$ cat src/rtl/data_mem_arbiter.sv
`default_nettype none
// ============================================================================
// Module   : data_mem_arbiter
// Purpose  : Shares the single-port data memory between the pipeline MEM
//            stage (priority requester) and a secondary DMA/display port.
//            The secondary port is served in cycles where the pipeline does
//            not touch memory. After MAX_WAIT denied cycles it is forced onto
//            the memory for one cycle while the pipeline is stalled.
// Ports    : clk, rst                 - clock, synchronous active-high reset
//            memReadM/memWriteM       - pipeline load/store in MEM stage
//            aluResM/writeDataM       - pipeline address / store data
//            readDataM                - pipeline load data (mem_q passthrough)
//            stallM                   - pipeline must hold MEM this cycle
//            sec_req/we/addr/wdata    - secondary request (held until ack)
//            sec_ack/sec_rdata        - secondary completion pulse / data
//            mem_addr/data/wren, mem_q- data memory interface (1-cycle read)
// Revision : 1.0 - initial release
// ============================================================================
module data_mem_arbiter #(
  parameter int ADDR_W   = 16,
  parameter int DATA_W   = 16,
  parameter int MAX_WAIT = 8
) (
  input  logic              clk,
  input  logic              rst,
  input  logic              memReadM,
  input  logic              memWriteM,
  input  logic [ADDR_W-1:0] aluResM,
  input  logic [DATA_W-1:0] writeDataM,
  output logic [DATA_W-1:0] readDataM,
  output logic              stallM,
  input  logic              sec_req,
  input  logic              sec_we,
  input  logic [ADDR_W-1:0] sec_addr,
  input  logic [DATA_W-1:0] sec_wdata,
  output logic              sec_ack,
  output logic [DATA_W-1:0] sec_rdata,
  output logic [ADDR_W-1:0] mem_addr,
  output logic [DATA_W-1:0] mem_data,
  output logic              mem_wren,
  input  logic [DATA_W-1:0] mem_q
);

  localparam int               CNT_W   = $clog2(MAX_WAIT + 1);
  localparam logic [CNT_W-1:0] CNT_MAX = CNT_W'(MAX_WAIT);

  typedef enum logic [0:0] {
    IDLE     = 1'b0,
    SEC_DATA = 1'b1
  } state_t;

  state_t            state_q, state_d;
  logic [CNT_W-1:0]  wait_cnt_q, wait_cnt_d;
  logic [DATA_W-1:0] rdata_q, rdata_d;

  logic pipe_use;
  logic force_sec;
  logic sec_grant;

  assign pipe_use = memReadM | memWriteM;

  always_ff @(posedge clk) begin
    if (rst) begin
      state_q    <= IDLE;
      wait_cnt_q <= '0;
      rdata_q    <= '0;
    end else begin
      state_q    <= state_d;
      wait_cnt_q <= wait_cnt_d;
      rdata_q    <= rdata_d;
    end
  end

  always_comb begin
    state_d    = state_q;
    wait_cnt_d = wait_cnt_q;
    rdata_d    = rdata_q;
    force_sec  = 1'b0;
    sec_grant  = 1'b0;
    stallM     = 1'b0;
    case (state_q)
      IDLE: begin
        force_sec = sec_req & (wait_cnt_q == CNT_MAX);
        sec_grant = sec_req & (~pipe_use | force_sec);
        stallM    = force_sec & pipe_use;
        if (sec_grant) begin
          state_d    = SEC_DATA;
          wait_cnt_d = '0;
        end else if (sec_req) begin
          // Saturate so a long-denied request keeps asserting force.
          if (wait_cnt_q != CNT_MAX) begin
            wait_cnt_d = wait_cnt_q + CNT_W'(1);
          end
        end else begin
          wait_cnt_d = '0;
        end
      end
      SEC_DATA: begin
        // sec_req is still high from the request being served; ignore it.
        state_d = IDLE;
        rdata_d = mem_q;
      end
      default: begin
        state_d = IDLE;
      end
    endcase
  end

  // Memory mux: the secondary port owns the memory only in its grant cycle.
  assign mem_addr  = sec_grant ? sec_addr  : aluResM;
  assign mem_data  = sec_grant ? sec_wdata : writeDataM;
  // Write enable is gated by reset so no spurious store occurs while resetting.
  assign mem_wren  = ~rst & (sec_grant ? sec_we : memWriteM);

  assign sec_ack   = (state_q == SEC_DATA);
  assign sec_rdata = sec_ack ? mem_q : rdata_q;
  assign readDataM = mem_q;

endmodule
`default_nettype wire

$ cat config.mk
export PLATFORM = sky130hd
export DESIGN_NAME = data_mem_arbiter
export DESIGN_NICKNAME = d
export VERILOG_FILES = /design/src/rtl/data_mem_arbiter.sv
export SDC_FILE = /design/constraint.sdc
export NUM_CORES = 1
export LEC_CHECK = 0
export CAP_MARGIN = 20
export CORE_AREA = 2 2 78 80
export CTS_CLUSTER_DIAMETER = 30
export DETAILED_ROUTE_END_ITERATION = 10
export DIE_AREA = 0 0 80 82
export PLACE_DENSITY = 0.87
export SYNTH_ARGS = -nofsm -noshare
export SYNTH_HDL_FRONTEND = slang
export SYNTH_SLANG_ARGS = --single-unit
$ cat constraint.sdc
create_clock -name clk -period 2 [get_ports clk]
set_input_delay 0.5 -clock clk [delete_from_list [all_inputs] [get_ports clk]]
set_output_delay 0.5 -clock clk [all_outputs]
set_load 0.01 [all_outputs]
---- After elaboration in Yosys (flattened, before gate mapping) ----
Index checks and enable logic that the tools add are counted.
storage, ports and cells
  bits in registers ....................... 21
  bits of input ports ..................... 86
  output and inout port bits .............. 67
  logic and storage cells ................. 28
operators by class
  add/sub/neg operators ................... 1
  eq/ne operators ......................... 3
  multiplexer cells ....................... 11
  bitwise operators ....................... 9
  reductions and logical operators ........ 1
operator list
  kind                                                   count
  2-to-1 mux 16 bit                                      3
  2-to-1 mux 4 bit                                       3
  adder 4 x 1 -> 4 bit, second input constant            1
  bitwise AND 1 bit                                      4
  equality test 4 bit, second input constant             1
  2-to-1 mux 1 bit                                       4
  inequality test 4 bit, second input constant           1
  inequality test 3 x 1 -> 1 bit, second input constant  1
  inverter 1 bit                                         3
  bitwise OR 1 bit                                       2
  case mux 1 bit (2 select lines)                        1
  AND reduction 2 bit                                    1

---- Depth between registers and ports, before layout ----
Gate-level depths: netlist of the first run.
  depth after elaboration ................. 7
  mapped depth ............................ 6
  gate-level depth less buffers ........... 5

---- Worst setup path before layout of the first run ----
Ideal clock, no wire load.
  kind .................................... reg-to-output
  start ................................... register wait_cnt_q[0]
  end ..................................... output port mem_data[10]
  data arrival time ....................... 1.596 ns
  required time ........................... 1.500 ns
  setup slack ............................. -0.096 ns
  stages on the path, launching flop included .. 7
  path buffers ............................ 1
  path through ............................ dfxtp_1 > inv_1 > ha_1 > and3b_1 > o21ai_4 > buf_6 > mux2_1
between the ends
  longest elaborated chain between the ends .. 6
RTL lines
  element                 RTL line  text
  start, declared         53        logic [CNT_W-1:0] wait_cnt_q, wait_cnt_d;
  start signal, assigned  69        wait_cnt_q <= wait_cnt_d;
  equality test 4 bit     83        force_sec = sec_req & (wait_cnt_q == CNT_MAX);
  bitwise AND 1 bit       83
  bitwise OR 1 bit        84        sec_grant = sec_req & (~pipe_use | force_sec);
  bitwise AND 1 bit       84
  2-to-1 mux 1 bit        81        case (state_q)
  2-to-1 mux 16 bit       111       assign mem_data = sec_grant ? sec_wdata : writeDataM;
  end, declared           39        output logic [DATA_W-1:0] mem_data,
No other way between the ends.

---- Final worst setup path of the first run ----
  start ................................... register wait_cnt_q[1]
  end ..................................... output port mem_data[10]
The elaborated chain is that of the path after synthesis.

==> results.tsv, run 1 <==
stage	metric	value	unit
synth	synthTopCellsByArea	mux2_2, dfxtp_1, buf_4, nor2b_1, buf_6	
global_routing	grt_pass1_wl	9760	um
detailed_routing	wl_per_cell	17.2	um
timing	fin_setup_tns	-14.44	ns
global_routing	grt_pass1_vias	1786	
detailed_routing	ant_nets	0	
floorplan	die_h	82	um
finish	nNetsFinal	396	
synth	netlist_instances	139	
status	violations	setup timing	
clock_tree	h-tree-depth	1	
clock_tree	cts-root-buf	clkbuf_8	
finish	mostFrequentLayoutCell	clkdlybuf4s50_1	
finish	syn2layout_area_growth	146	%
clock_tree	tritoncts	built	
synth	synth_warnings	0	
global_routing	gr-usage-all-layers	19.9	%
min_path	hold_path.class	flip-flop to flip-flop	
detailed_routing	via_per_inst	4.40	
global_routing	antenna_found_initial	3	
finish	final_util	61.6	%
timing	slew_viol_final	0	
worst_setup_path	worst-setup-path-type	flip-flop to output pin	
detailed_routing	met2_length	3310	um
clock_tree	path_clk_slew	0.08	ns
power	powerDensity	372	nW/um^2
floorplan	fp-row-count	28	
place	dpl.hpwl	4600	um
finish	nFillCells	451	
power	p_leak	1.67	nW
worst_setup_path	worstPathRequired	1.50	ns
timing	fmax	398	MHz
timing	fin_crit_sh	126	%
place	dp.cells	360	
clock_tree	clkLatencyLatePin	0.26	ns
detailed_routing	drc_errors	0	
synth	yosysSeqAreaShare	29.2	%
detailed_routing	routed.top_layer	met5	
synth	yosys_register_bits	21	
finish	mostFrequentLayoutCells	clkdlybuf4s50_1, buf_6, mux2_4	
worst_setup_path	cp.arrival	2.01	ns
global_routing	grt-ovfl-total	0	
finish	drive_gt1_share	45.0	%
power	total_power	1.32	mW
floorplan	ios	153	
finish	multi_input_area	1000	um^2
timing	max_slew_margin	85.7	%
clock_tree	clkSinkCount	21	
synth	syn_area_per_cell	10.4	um^2
worst_setup_path	cp_max_fo	5	
synth	syn_nets	227	
floorplan	core	5750	um^2
place	routabilityCongestion	0.814	
clock_tree	cts_hold_buf	0	
timing	grt_setup_unrepaired	yes	
timing	setup_viol	34	
finish	regArea	427	um^2
timing	max_slew.worst_pin.slew	0.213	ns
detailed_routing	drt-pass1-iter-count	4	
clock_tree	cts_made_buffers	3	
job	cap_viol_max_count	0	
detailed_routing	vias	1685	
timing	finalHoldViolCount	0	
synth	synth_top_area_share	36.0	%
worst_setup_path	start_kind	flip-flop	
floorplan	die_area	6560	um^2
detailed_routing	routed_wl	6590	um
clock_tree	cts_buffer_depth	2	
place	pre_cts_ws	-0.834	ns
power	max-vdd-ir-drop	0.298	mV
floorplan	initial_utilization	25.1	%
detailed_routing	wl_met3	821	um
timing	timing.final.ws_setup	-0.512	ns
detailed_routing	wl_met1	2320	um
place	portBuffers	152	
timing	clock_skew	0.00525	ns
synth	synth_cell_types	28	
timing	fin_crit	2.51	ns
floorplan	die_w	80	um
status	status	complete, but fails checks	
synth	synth_top_area_cell	mux2_2	
synth	netlist_area	1440	um^2
global_routing	grt_max_degree	17	
detailed_routing	drtIter0Drc	40	
finish	stdcell_count	383	
worst_setup_path	cp-end-kind	output pin	
## metal layers
metal  global-route usage [%]  vias to the layer above
li1                         -                      805
met3                     8.02                       15
met4                     5.08                        4
met1                     19.6                      757
met2                     38.8                      104
met5                        0                        -
## flip-flops by register name (all words and copies together), names as in the netlist
| name | cells |
|---|---|
| rdata_q | 16 |
| wait_cnt_q | 4 |
| sec_ack | 1 |
## cell usage after synthesis
cell type,count
a21oi_1,2
a31oi_1,1
and2b_1,1
and3_1,1
and3b_1,1
buf_2,2
buf_4,16
buf_6,3
clkbuf_1,2
dfxtp_1,21
ha_1,2
inv_1,4
mux2_1,2
mux2_2,46
mux2i_1,1
nand2_1,2
nand2b_1,2
nand3_1,2
nand3b_1,2
nand4_1,2
nor2_1,2
nor2b_1,16
o21ai_4,1
o31ai_1,1
o32ai_1,1
or2_2,1
or3_1,1
xor2_1,1
## through the flow
stage	hold WS (ns)	instance area [um^2]
after global routing	0.570	3540
after CTS	0.545	3530
final	0.544	3540
after floorplan	0.453	1550
after detailed placement	0.517	3140
after global placement	0.510	3140
## final timing paths
path	from	cells after the start	slack [ns]	end
hold / removal	wait_cnt_q[0]	3	0.54	wait_cnt_q[0]
hold reg to reg	wait_cnt_q[0]	3	0.54	wait_cnt_q[0]
setup reg to reg	wait_cnt_q[1]	10	0.35	sec_ack
setup / recovery	wait_cnt_q[1]	9	-0.51	mem_data[10]
## worst max-delay path, cell delays in order, from the launching register on
cell     delay [ns]
dfxtp_2        0.34
inv_2          0.05
ha_4           0.15
and3b_2        0.21
o21ai_4        0.19
buf_6          0.14
buf_6          0.12
buf_16         0.12
mux2_4         0.30
buf_6          0.12
## power by group
| part | internal, mW | switching (mW) | leakage [nW] |
|---|---|---|---|
| clock | 0.139 | 0.149 | 0.0255 |
| combinational | 0.411 | 0.190 | 1.47 |
| sequential | 0.426 | 0.00337 | 0.172 |
## layout make-up
cell class                      instances  share of cell area [%]
Antenna cell                            1                  0.0707
Multi-Input combinational cell         91                    28.3
Inverter                                4                   0.424
Sequential cell                        21                    12.1
Timing Repair Buffer                  187                    55.2
Tap cell                               75                    2.65
Clock inverter                          1                   0.141
Clock buffer                            3                    1.17
## logic make-up (layout without fill, tap and decap cells)
| group | after synthesis | in the layout | share of synthesized area [%] |
|---|---|---|---|
| flops | 21 | 21 | 29.2 |
| fa+ha+maj | 2 | 2 | 1.74 |
| other cells | 0 | 1 | 0 |
| buf+inv | 27 | 195 | 12.9 |
| simple gates | 33 | 33 | 13.9 |
| mux | 49 | 49 | 38.2 |
| xor+xnor | 1 | 1 | 0.608 |
| compound gates | 6 | 6 | 3.39 |
## timing repair
action | CTS | global route
gates cloned | 5 | 0
buffers inserted | 13 | 3
setup endpoints to repair | 66 | 46
pin swaps | 3 | 2
resized for setup | 240 | 24
No activity file was read; power rests on OpenSTA's default activity.
==> run 2: changes to the inputs <==
--- a/config.mk
+++ b/config.mk
@@ -5,7 +5,6 @@
 export SDC_FILE = /design/constraint.sdc
 export NUM_CORES = 1
 export LEC_CHECK = 0
-export CAP_MARGIN = 20
 export CORE_AREA = 2 2 78 80
 export CTS_CLUSTER_DIAMETER = 30
 export DETAILED_ROUTE_END_ITERATION = 10
==> results of run 2 <==
No change in the layout: final DEF, timing and power equal those of run 1.
